===== config.mk =====
export PLATFORM = sky130hd
export DESIGN_NAME = sequence_playback_ctrl
export DESIGN_NICKNAME = d
export VERILOG_FILES = /design/src/rtl/sequence_playback_ctrl.sv
export SDC_FILE = /design/constraint.sdc
export NUM_CORES = 1
export LEC_CHECK = 0
export CORE_MARGIN = 2
export CORE_UTILIZATION = 40
export CTS_BUF_LIST = sky130_fd_sc_hd__clkbuf_16
export CTS_CLUSTER_SIZE = 40
export DETAILED_ROUTE_END_ITERATION = 6
export HOLD_SLACK_MARGIN = 0.08
export MAX_ROUTING_LAYER = met4
export SYNTH_ARGS = -nofsm -noshare
export SYNTH_HDL_FRONTEND = slang
export SYNTH_SLANG_ARGS = --single-unit

===== constraint.sdc =====
create_clock -name clk -period 3.13 [get_ports clk]
set_clock_uncertainty 0.15 [all_clocks]
set_input_delay 0.4695 -clock clk [delete_from_list [all_inputs] [get_ports clk]]
set_output_delay 0.4695 -clock clk [all_outputs]
set_load 0.005 [all_outputs]

===== src/rtl/sequence_playback_ctrl.sv =====
// rtl/sequence_playback_ctrl.sv - Pattern-table playback controller on a valid/ready stream.
// Plays table[0..len] for a set number of passes (0 = endless) with pause and abort.
module sequence_playback_ctrl #(
  parameter int DW    = 3,
  parameter int DEPTH = 8,
  parameter int RPT_W = 4
) (
  input  logic             clk,
  input  logic             rst,
  input  logic             cfg_we,
  input  logic [2:0]       cfg_addr,
  input  logic [DW-1:0]    cfg_data,
  input  logic [2:0]       cfg_len,
  input  logic [RPT_W-1:0] cfg_rpt,
  input  logic             start,
  input  logic             stop,
  input  logic             pause,
  input  logic             dout_ready,
  output logic [DW-1:0]    dout,
  output logic             dout_valid,
  output logic             busy,
  output logic             done,
  output logic             cfg_err
);

  typedef enum logic [1:0] {IDLE, RUN, PAUSE, DONE} state_t;

  state_t           state, state_d;
  logic [DW-1:0]    tbl [DEPTH];
  logic [2:0]       idx, idx_d, idx_inc, len_q, len_d;
  logic [RPT_W-1:0] pass_cnt, pass_d, rpt_q, rpt_d;
  logic [DW-1:0]    dout_q, dout_d;
  logic             cfg_err_q;
  logic             xfer, tbl_wr, last_beat, final_pass;

  function automatic logic [DW-1:0] default_entry(input int i);
    case (i)
      0:       default_entry = DW'(1);
      1:       default_entry = DW'(6);
      2:       default_entry = DW'(5);
      3:       default_entry = DW'(7);
      4:       default_entry = DW'(3);
      5:       default_entry = DW'(2);
      6:       default_entry = DW'(4);
      default: default_entry = DW'(0);
    endcase
  endfunction

  assign xfer       = (state == RUN) && dout_ready;
  assign tbl_wr     = cfg_we && (state == IDLE || state == DONE);
  assign last_beat  = (idx == len_q);
  assign final_pass = (rpt_q != '0) && (pass_cnt == rpt_q - RPT_W'(1));
  assign idx_inc    = idx + 3'd1;

  always_comb begin
    state_d = state;
    idx_d   = idx;
    pass_d  = pass_cnt;
    len_d   = len_q;
    rpt_d   = rpt_q;
    dout_d  = dout_q;
    case (state)
      IDLE: begin
        if (start && !stop) begin
          state_d = RUN;
          len_d   = cfg_len;
          rpt_d   = cfg_rpt;
          idx_d   = '0;
          pass_d  = '0;
          // A same-cycle write to entry 0 must be seen by the first beat.
          dout_d  = (tbl_wr && cfg_addr == 3'd0) ? cfg_data : tbl[0];
        end
      end
      RUN: begin
        if (stop) begin
          state_d = IDLE;
          idx_d   = '0;
        end else if (xfer) begin
          if (!last_beat) begin
            idx_d  = idx_inc;
            dout_d = tbl[idx_inc];
            if (pause) state_d = PAUSE;
          end else if (final_pass) begin
            state_d = DONE;
          end else begin
            idx_d  = '0;
            dout_d = tbl[0];
            if (rpt_q != '0) pass_d = pass_cnt + RPT_W'(1);
            if (pause) state_d = PAUSE;
          end
        end
      end
      PAUSE: begin
        if (stop) begin
          state_d = IDLE;
          idx_d   = '0;
        end else if (!pause) begin
          state_d = RUN;
        end
      end
      default: begin
        state_d = IDLE;
        idx_d   = '0;
      end
    endcase
  end

  always_ff @(posedge clk or posedge rst) begin
    if (rst) begin
      state     <= IDLE;
      idx       <= '0;
      pass_cnt  <= '0;
      len_q     <= '0;
      rpt_q     <= '0;
      dout_q    <= '0;
      cfg_err_q <= 1'b0;
      for (int i = 0; i < DEPTH; i++) tbl[i] <= default_entry(i);
    end else begin
      state     <= state_d;
      idx       <= idx_d;
      pass_cnt  <= pass_d;
      len_q     <= len_d;
      rpt_q     <= rpt_d;
      dout_q    <= dout_d;
      cfg_err_q <= cfg_we && !tbl_wr;
      if (tbl_wr) tbl[cfg_addr] <= cfg_data;
    end
  end

  assign dout       = dout_q;
  assign dout_valid = (state == RUN);
  assign busy       = (state == RUN) || (state == PAUSE);
  assign done       = (state == DONE);
  assign cfg_err    = cfg_err_q;

endmodule


==> implementation parameters, run 1 <==
Parameter                              Value

Timing
  Highest clock frequency the design can meet ... 393 MHz
  RSZ-0062 raised after global routing ... false
  Post-route setup TNS ... 0 ns
  Number of max-slew violations in the final report ... 0
  Final-report hold violation count ... 0
  Worst slew margin relative to its limit ... 58.6%
  Share of the clock period used by the worst path after layout ... 81.2%
  Number of endpoints failing setup at the final stage ... 0
  Crit path time final ... 2.54 ns
  Transition time of the tightest slew-check pin ... 0.622 ns

Critical path
  Critical Path End Type ... flip-flop
  Arrival time of the worst setup path ... 2.61 ns
  Cell chain of the critical path ... ha_1 > mux2i_1 > mux4_2 > a211oi_1 > mux2_1
  Startpoint of the lowest-slack register-to-register path ... idx[0]
  Slowest Stage Delay on Critical Path ... 0.74 ns
  Slowest stage cell, crit path ... sky130_fd_sc_hd__ha_1
  Register-to-register setup slack ... 0.59 ns
  Crit path kind ... reg -> reg
  Worst r2r dst ... dout[0]
  Required time of the critical path ... 3.20 ns
  CP Launch Type ... flip-flop
  Max Fanout on Critical Path ... 13
  Worst-case reg-to-reg path depth ... 5

CTS
  Buffers inserted during post-CTS setup optimization ... 0
  Clock latency on the worst-skew pair ... 0.28 ns
  Clock tree from TritonCTS ... yes
  Post-cts resize count ... 0
  Sinks on the clock net ... 44
  CTS root buf ... sky130_fd_sc_hd__clkbuf_16
  Number of buffers inserted by hold repair at cts ... 0
  Number of buffers added by the clock tree synthesis step ... 5
  Count of H-tree levels built during CTS ... 2
  Clock Pin Slew Worst Setup and Hold Paths ... 0.06 ns
  Longest Clk Path Bufs ... 2

Final layout
  Multi-input logic area ... 0.00127 mm²
  Fraction of final layout cells sized beyond drive strength 1 ... 26.0%
  Area added between synthesis and finish ... 19.7%
  Design Area, Final ... 0.00292 mm²
  Net count of the finished layout ... 257
  Sequential cell area ... 0.00112 mm²
  Inserted Diodes ... 0
  Post-route insts no fill ... 306
  Top library cells by usage in the layout, fill and taps aside ... sky130_fd_sc_hd__mux2_2 (32), sky130_fd_sc_hd__dfrtp_1 (32), sky130_fd_sc_hd__clkdlybuf4s50_1 (26)
  Fill count ... 529

Route
  Total number of vias ... 1625
  DRC violations left ... 0
  Via density per instance ... 5.31
  Drt first-iter violations ... 58
  Length of the first detailed-routing pass in iterations ... 4
  DRT antenna net count ... 0
  Total routed wirelength ... 4.91 mm
  Routed WL per cell ... 16.0 µm

GRT
  Largest net degree at the start of global routing ... 45
  Number of global-route vias before repair ... 1676
  First-pass GRT wire length ... 8.25 mm
  Initial antenna violation count ... 0
  Global route overflow ... 0
  Total global-route track usage ... 16.7%

Yosys
  Proportion of synthesized flip-flops having asynchronous set or reset ... 100%
  Synthesis-stage register bit count ... 44
  Largest family of logic cells by synthesized area ... multiplexers
  Most used flip-flop cell after synthesis ... sky130_fd_sc_hd__dfrtp_1
  Post-synthesis compound-gate area fraction ... 8.61%
  Mapped cell area ... 0.00244 mm²
  Arithmetic-cell share of the synthesized area counting full adders, half adders and majority gates ... 3.59%
  Multiplexer share of the synthesized area ... 23.8%
  Number of synthesized flops with an enable pin ... 0
  Mean Syn Cell Area ... 12.3 µm²
  Number of distinct library cells after synthesis ... 47
  Synthesis warning total ... 0
  Nets in the synthesized netlist ... 226
  Portion of the post-synthesis area used by sequential elements ... 45.7%
  Synth Area in XOR/XNOR ... 4.82%
  Synthesized netlist cell count ... 199
  Synthesized-area fraction occupied by and/or/nand/nor cells ... 11.1%

Place
  Cells after DPL ... 298
  Count of port buffers added during placement ... 26
  Post-DP HPWL ... 3.63 mm
  Area after detailed placement ... 0.00279 mm²
  RD Place Congestion ... 0.821

Power
  Cell Pwr Density ... 945 mW/mm²
  VDD IR max ... 0.423 mV
  Cell Int Power ... 1820 µW
  Relative contribution of the clock network to total power ... 17.7%
  Sw Ratio ... 34.1%
  Power share of the combinational group ... 43.6%
  Total net switching power ... 941 µW
  Sequential Power Share ... 38.7%
  Leakage power figure ... 0.00123 µW

Floorplanning
  Die width ... 82.1 µm
  Number of cell rows ... 28
  Core region area ... 0.00592 mm²
  Chip height ... 82.1 µm
  Initial cell density of the core ... 41.3%
  I/O pin count ... 27
  Area enclosed by the die boundary ... 0.00675 mm²

Run
  Max cap viols ... 0

Worst hold path
  Hold path cells ... 1
  Worst Hold Launch ... tbl[6]
  Hold worst-path end ... tbl[6]
  Class of the most critical hold timing path ... reg -> reg

Outcome
  Result of the run ... completed
worst max-delay path: cells and delay by family (launching register included):
family	cells	cell delay [ns]
adders and majority gates	1	0.74
DFF	1	0.48
AOI/OAI and AO/OA	1	0.25
muxes	3	0.85
cell usage after synthesis, drive strengths merged (3+ instances only):
master  number  area, µm²
a21oi        3       15.0
buf          3       17.5
dfrtp       32        801
dfstp       12        315
ha           7       87.6
inv         11       41.3
mux2        34        383
mux2i       13        130
mux4         3       67.6
nand2        7       26.3
nand2b       3       18.8
nand3        4       25.0
nand3b       4       30.0
nor2        12       45.0
nor3         6       30.0
nor3b        4       41.3
xor2         8       70.1
power by group through the flow:
stage                     combinational, µW  sequential, µW  clock, µW
final                                  1200            1070        490
after global routing                   1330            1100        534
after CTS                              1230            1070        503
after detailed placement               1220            1080          0
after floorplan                         950            1010          0
after global placement                 1190            1080          0
routing by layer:
layer | up-vias | share of wire [%] | GRT usage, % | routed length (µm)
met5 | - | 0 | - | 0
met2 | 17 | 52 | 29.1 | 2560
met3 | 2 | 2.6 | 3.59 | 130
met1 | 817 | 45 | 19.9 | 2200
li1 | 789 | - | - | -
met4 | 0 | 0.35 | 3.50 | 17
kinds of logic (layout without fill, tap and decap cells):
group,Yosys count,count (layout)
buf+inv,14,46
mux,50,50
simple gates,48,48
compound gates,25,25
fa+ha+maj,7,7
xor+xnor,11,11
flops,44,44
cell type report:
class / instances / area share (%)
tap: 75 / 3.21
clock buffer: 5 / 4.28
sequential: 44 / 38.2
timing repair buffer: 27 / 9.16
inverter: 11 / 1.41
clock inverter: 3 / 0.385
multi-input combinational: 141 / 43.4
registers in the layout, indices dropped and copies added, names as in the netlist:
name      cells
pass_cnt      4
state         2
tbl          24
rpt_q         4
cfg_err       1
len_q         3
dout          3
idx           3
worst max path at each step:
stage           start  endpoint  slack [ns]
3_5_place_dp   idx[0]   dout[0]        0.56
4_1_cts        idx[0]   dout[0]        0.54
5_1_grt        idx[0]   dout[0]        0.49
6_report       idx[0]   dout[0]        0.59
3_3_place_gp   idx[0]   dout[0]        0.66
2_1_floorplan  idx[0]   dout[0]        0.94
metrics by stage:
stage	utilization, %	hold WS (ns)	power (µW)	setup slack (ns)
after detailed placement	47.1	0.347	2300	0.558
after floorplan	-	0.329	1960	0.936
final	49.4	0.359	2760	0.589
after global placement	47.1	0.342	2280	0.662
after CTS	49.4	0.361	2800	0.543
after global routing	49.4	0.379	2970	0.486
Power figures use the tool's default switching activity.
==> run 2: changes to the inputs <==
clock period = 2.6 ns   (was 3.13 ns; I/O delays follow)
==> implementation parameters, run 2 (synthesis gave the netlist of run 1 again) <==
Parameter                              Value

Outcome
  Result of the run ... completed

Timing
  RSZ-0062 raised after global routing ... false
  Number of max-slew violations in the final report ... 0
  Transition time of the tightest slew-check pin ... 0.570 ns
  Number of endpoints failing setup at the final stage ... 0
  Highest clock frequency the design can meet ... 439 MHz
  Post-route setup TNS ... 0 ns
  Worst slew margin relative to its limit ... 62.0%
  Final-report hold violation count ... 0
  Crit path time final ... 2.28 ns
  Share of the clock period used by the worst path after layout ... 87.7%

Power
  Cell Pwr Density ... 1140 mW/mm²
  Leakage power figure ... 0.00124 µW
  Total chip power ... 3380 µW
  VDD IR max ... 0.502 mV

Final layout
  Fraction of final layout cells sized beyond drive strength 1 ... 27.8%
  Inserted Diodes ... 0
  Area added between synthesis and finish ... 20.8%
  Net count of the finished layout ... 260
  Register with the most flip-flops ... tbl
  Top library cells by usage in the layout, fill and taps aside ... sky130_fd_sc_hd__mux2_2 (32), sky130_fd_sc_hd__dfrtp_1 (32), sky130_fd_sc_hd__clkdlybuf4s50_1 (26)
  Post-route insts no fill ... 309
  Fill count ... 538
  Registers with the most flip-flops ... tbl: 24 flops, pass_cnt: 4 flops, rpt_q: 4 flops
  Multi-input logic area ... 0.00127 mm²
  Largest register FFs ... 24
  Sequential cell area ... 0.00112 mm²

Floorplanning
  I/O pin count ... 27
  Number of cell rows ... 28
  Core region area ... 0.00592 mm²
  Initial cell density of the core ... 41.3%
  Area enclosed by the die boundary ... 0.00675 mm²
  Die width ... 82.1 µm
  Chip height ... 82.1 µm

Run
  Max cap viols ... 0

GRT
  Global route overflow ... 0
  Initial antenna violation count ... 0
  First-pass GRT wire length ... 8.22 mm
  Number of global-route vias before repair ... 1661
  Largest net degree at the start of global routing ... 45
  Total global-route track usage ... 17.2%

Critical path
  Worst path bufs/invs ... 1
  Arrival time of the worst setup path ... 2.29 ns
  CP Launch Type ... flip-flop
  Slowest stage cell, crit path ... sky130_fd_sc_hd__nor3b_1
  Cell chain of the critical path ... inv_1 > ha_1 > nor3b_1 > nand2_1 > mux2_2 > o211ai_1 > mux2i_1
  Crit path kind ... reg -> reg
  Critical Path End Type ... flip-flop
  Max Fanout on Critical Path ... 5
  Worst-case reg-to-reg path depth ... 7
  Required time of the critical path ... 2.61 ns
  Slowest Stage Delay on Critical Path ... 0.42 ns
  Top cell family by delay on the critical path ... simple AND/OR/NAND/NOR gates
  Crit. path cell count ... 7

Worst hold path
  Class of the most critical hold timing path ... reg -> reg
  Hold path cells ... 1

CTS
  Number of buffers added by the clock tree synthesis step ... 5
  Post-cts resize count ... 0
  Sinks on the clock net ... 44
  Number of buffers inserted by hold repair at cts ... 0
  Longest Clk Path Bufs ... 2
  Clock latency on the worst-skew pair ... 0.28 ns
  Count of H-tree levels built during CTS ... 2
  CTS root buf ... sky130_fd_sc_hd__clkbuf_16
  Clock tree from TritonCTS ... yes
  Clock Pin Slew Worst Setup and Hold Paths ... 0.06 ns
  Buffers inserted during post-CTS setup optimization ... 0

Place
  Cells after DPL ... 301
  RD Place Congestion ... 0.769
  Post-DP HPWL ... 3.69 mm
  Count of port buffers added during placement ... 26

Route
  Routed WL per cell ... 16.1 µm
  Drt first-iter violations ... 82
  Total number of vias ... 1644
  Via density per instance ... 5.32
  Length of the first detailed-routing pass in iterations ... 4
  Total routed wirelength ... 4.98 mm
  DRC violations left ... 0
  DRT antenna net count ... 0
-- run 2: changes by cell type in the layout (fill, tap and decap cells not counted), sizes merged --
cell / change
buf: +3
clkinvlp: +1
inv: -1
-- run 2: worst reg2reg max path, cell delays in order (launching register included) --
cell                       delay, ns
sky130_fd_sc_hd__dfrtp_1        0.39
sky130_fd_sc_hd__inv_1          0.09
sky130_fd_sc_hd__ha_1           0.35
sky130_fd_sc_hd__nor3b_1        0.42
sky130_fd_sc_hd__nand2_1        0.18
sky130_fd_sc_hd__mux2_2         0.32
sky130_fd_sc_hd__o211ai_1       0.16
sky130_fd_sc_hd__mux2i_1        0.09
-- run 2: power breakdown --
| part | switching (µW) | internal (µW) |
|---|---|---|
| combinational | 685 | 803 |
| clock | 257 | 351 |
| sequential | 222 | 1060 |
| total | 1160 | 2210 |
-- run 2: cell type report --
| type | instances | share of cell area, % |
|---|---|---|
| Multi-Input combinational cell | 141 | 43.0 |
| Sequential cell | 44 | 37.8 |
| Timing Repair Buffer | 30 | 9.84 |
| Clock buffer | 5 | 4.24 |
| Tap cell | 75 | 3.18 |
| Inverter | 11 | 1.40 |
| Clock inverter | 3 | 0.551 |
-- run 2: worst paths after layout --
check,startpoint,to,slack (ns)
min reg2reg,dout[1],dout[1],0.35
max,state[0],dout[2],0.32
max in group asynchronous,rst,tbl[21],1.50
max reg2reg,state[0],dout[2],0.32
min in group asynchronous,rst,tbl[0],0.40
min,dout[1],dout[1],0.35
-- run 2: metrics by stage --
stage          setup WS (ns)  utilization, %  area, µm²  hold slack, ns
6_report               0.320            49.8       2950           0.346
5_1_grt               0.0745            49.8       2950           0.373
4_1_cts                0.278            49.8       2950           0.356
3_5_place_dp           0.265            47.4       2810           0.342
3_3_place_gp           0.210            47.4       2810           0.338
2_1_floorplan          0.406               -       2440           0.329
-- run 2: layer usage --
layer / global-route usage [%] / vias to the layer above / wire length, µm
met5: - / - / 0
met4: 7.67 / 0 / 116
met2: 27.6 / 27 / 2400
li1: - / 796 / -
met3: 3.26 / 9 / 146
met1: 21.0 / 812 / 2310
==> run 3: changes to the inputs <==
GPL_TIMING_DRIVEN = 0   (was unset)
TNS_END_PERCENT = 10   (was unset)
clock period = 1.9 ns   (was 2.6 ns; I/O delays follow)
==> implementation parameters, run 3 (synthesis gave the netlist of run 1 again) <==
Parameter                              Value

Power
  Cell Pwr Density ... 1640 mW/mm²
  VDD IR max ... 0.791 mV
  Leakage power figure ... 0.00137 µW

Timing
  Final setup slack of the worst path ... -0.268 ns
  Worst slew margin relative to its limit ... 67.4%
  Number of max-slew violations in the final report ... 0
  Highest clock frequency the design can meet ... 461 MHz
  Tightest hold margin ... 0.190 ns
  Transition time of the tightest slew-check pin ... 0.488 ns
  RSZ-0062 raised after global routing ... true
  Post-route setup TNS ... -2.20 ns
  Final-report hold violation count ... 0
  Number of endpoints failing setup at the final stage ... 22
  Share of the clock period used by the worst path after layout ... 114%
  Crit path time final ... 2.17 ns

Critical path
  Worst setup path start ... idx[0]
  Startpoint of the lowest-slack register-to-register path ... idx[0]
  CP Launch Type ... flip-flop
  Crit path kind ... reg -> reg
  Critical Path End Type ... flip-flop
  Required time of the critical path ... 1.98 ns
  Max Fanout on Critical Path ... 5
  Arrival time of the worst setup path ... 2.24 ns
  Register-to-register setup slack ... -0.27 ns

CTS
  Clock tree from TritonCTS ... yes
  Count of H-tree levels built during CTS ... 2
  Longest Clk Path Bufs ... 2
  Sinks on the clock net ... 44
  Number of buffers added by the clock tree synthesis step ... 5
  Clock Pin Slew Worst Setup and Hold Paths ... 0.06 ns
  Clock latency on the worst-skew pair ... 0.29 ns
  CTS root buf ... sky130_fd_sc_hd__clkbuf_16
  Number of buffers inserted by hold repair at cts ... 0

Route
  Total routed wirelength ... 5.38 mm
  Via density per instance ... 5.30
  Length of the first detailed-routing pass in iterations ... 4
  DRT antenna net count ... 0
  DRC violations left ... 0
  Total number of vias ... 1702
  Drt first-iter violations ... 96
  Routed WL per cell ... 16.8 µm

Floorplanning
  I/O pin count ... 27
  Number of cell rows ... 28
  Die width ... 82.1 µm
  Core region area ... 0.00592 mm²
  Area enclosed by the die boundary ... 0.00675 mm²
  Chip height ... 82.1 µm
  Initial cell density of the core ... 41.3%

Final layout
  Fraction of final layout cells sized beyond drive strength 1 ... 43.9%
  Largest register FFs ... 24
  Top library cells by usage in the layout, fill and taps aside ... sky130_fd_sc_hd__mux2_2 (31), sky130_fd_sc_hd__dfrtp_1 (30), sky130_fd_sc_hd__clkdlybuf4s50_1 (25)
  Most frequent standard cell in the layout excluding fill and tap cells ... sky130_fd_sc_hd__mux2_2
  Inserted Diodes ... 0
  Finished Core Util ... 55.9%
  Fill count ... 506
  Area added between synthesis and finish ... 35.5%
  Register with the most flip-flops ... tbl
  Net count of the finished layout ... 272
  Registers with the most flip-flops ... tbl: 24 flops, pass_cnt: 4 flops, rpt_q: 4 flops

GRT
  Number of global-route vias before repair ... 1799
  Largest net degree at the start of global routing ... 25
  First-pass GRT wire length ... 8.88 mm
  Global route overflow ... 0
  Initial antenna violation count ... 0
  Total global-route track usage ... 18.3%

Place
  Post-DP HPWL ... 3.70 mm
  Count of port buffers added during placement ... 26
  RD Place Congestion ... 0.790

Run
  Max cap viols ... 0

Outcome
  Result of the run ... finished with violations
  Violated checks ... setup timing

Worst hold path
  Class of the most critical hold timing path ... in -> async
[run 3: final timing paths]
path	to	depth (start not counted)
setup / recovery	dout[0]	6
hold / removal	tbl[16]	2
setup reg to reg	dout[0]	6
hold reg to reg	tbl[0]	1
max in group asynchronous	tbl[13]	3
min in group clk	tbl[0]	1
[run 3: layout make-up]
type	instances	area (µm²)	area share [%]
Buffer	2	27.5	0.832
Clock inverter	3	46.3	1.40
Multi-Input combinational cell	141	1440	43.6
Clock buffer	5	125	3.78
Tap cell	75	93.8	2.84
Inverter	11	41.3	1.25
Timing Repair Buffer	40	415	12.6
Sequential cell	44	1120	33.8
[run 3: layer usage]
metal / vias up / global-route usage, % / share of wire, %
li1: 819 / - / -
met1: 847 / 23.1 / 44
met2: 27 / 29.7 / 51
met3: 9 / 3.37 / 3.2
met4: 0 / 6.67 / 1.5
met5: - / - / 0
[run 3: worst max-delay path: stages (launching register included)]
cell and delay (ns):
sky130_fd_sc_hd__dfrtp_2 0.44, sky130_fd_sc_hd__ha_4 0.33, sky130_fd_sc_hd__buf_12 0.13, sky130_fd_sc_hd__mux2i_1 0.10, sky130_fd_sc_hd__mux4_2 0.49, sky130_fd_sc_hd__a211oi_2 0.27, sky130_fd_sc_hd__mux2_4 0.18
[run 3: through the flow]
| stage | cell area [µm²] | setup WS (ns) | power, µW | cells |
|---|---|---|---|---|
| final | 3310 | -0.268 | 5420 | 321 |
| after global routing | 3310 | -0.314 | 5770 | 321 |
| after CTS | 3220 | -0.291 | 5340 | 319 |
| after detailed placement | 2890 | -0.570 | 3970 | 301 |
| after global placement | 2870 | -0.675 | 3930 | 300 |
| after floorplan | 2510 | -0.133 | 3370 | 199 |
[run 3: report_power, final]
part | switching (µW) | internal [µW] | leakage, µW
logic | 1150 | 1510 | 0.000771
clock network | 378 | 625 | 0.0000804
registers | 298 | 1450 | 0.000522
[run 3: what timing repair did]
| action | 4_1_cts | 5_1_grt |
|---|---|---|
| pin swaps | 14 | 6 |
| endpoints found under the setup margin | 35 | 30 |
| setup buffers | 10 | 2 |
| cloned | 1 | 0 |
| gates resized for setup | 18 | 16 |
| hold endpoints to repair | 0 | 0 |
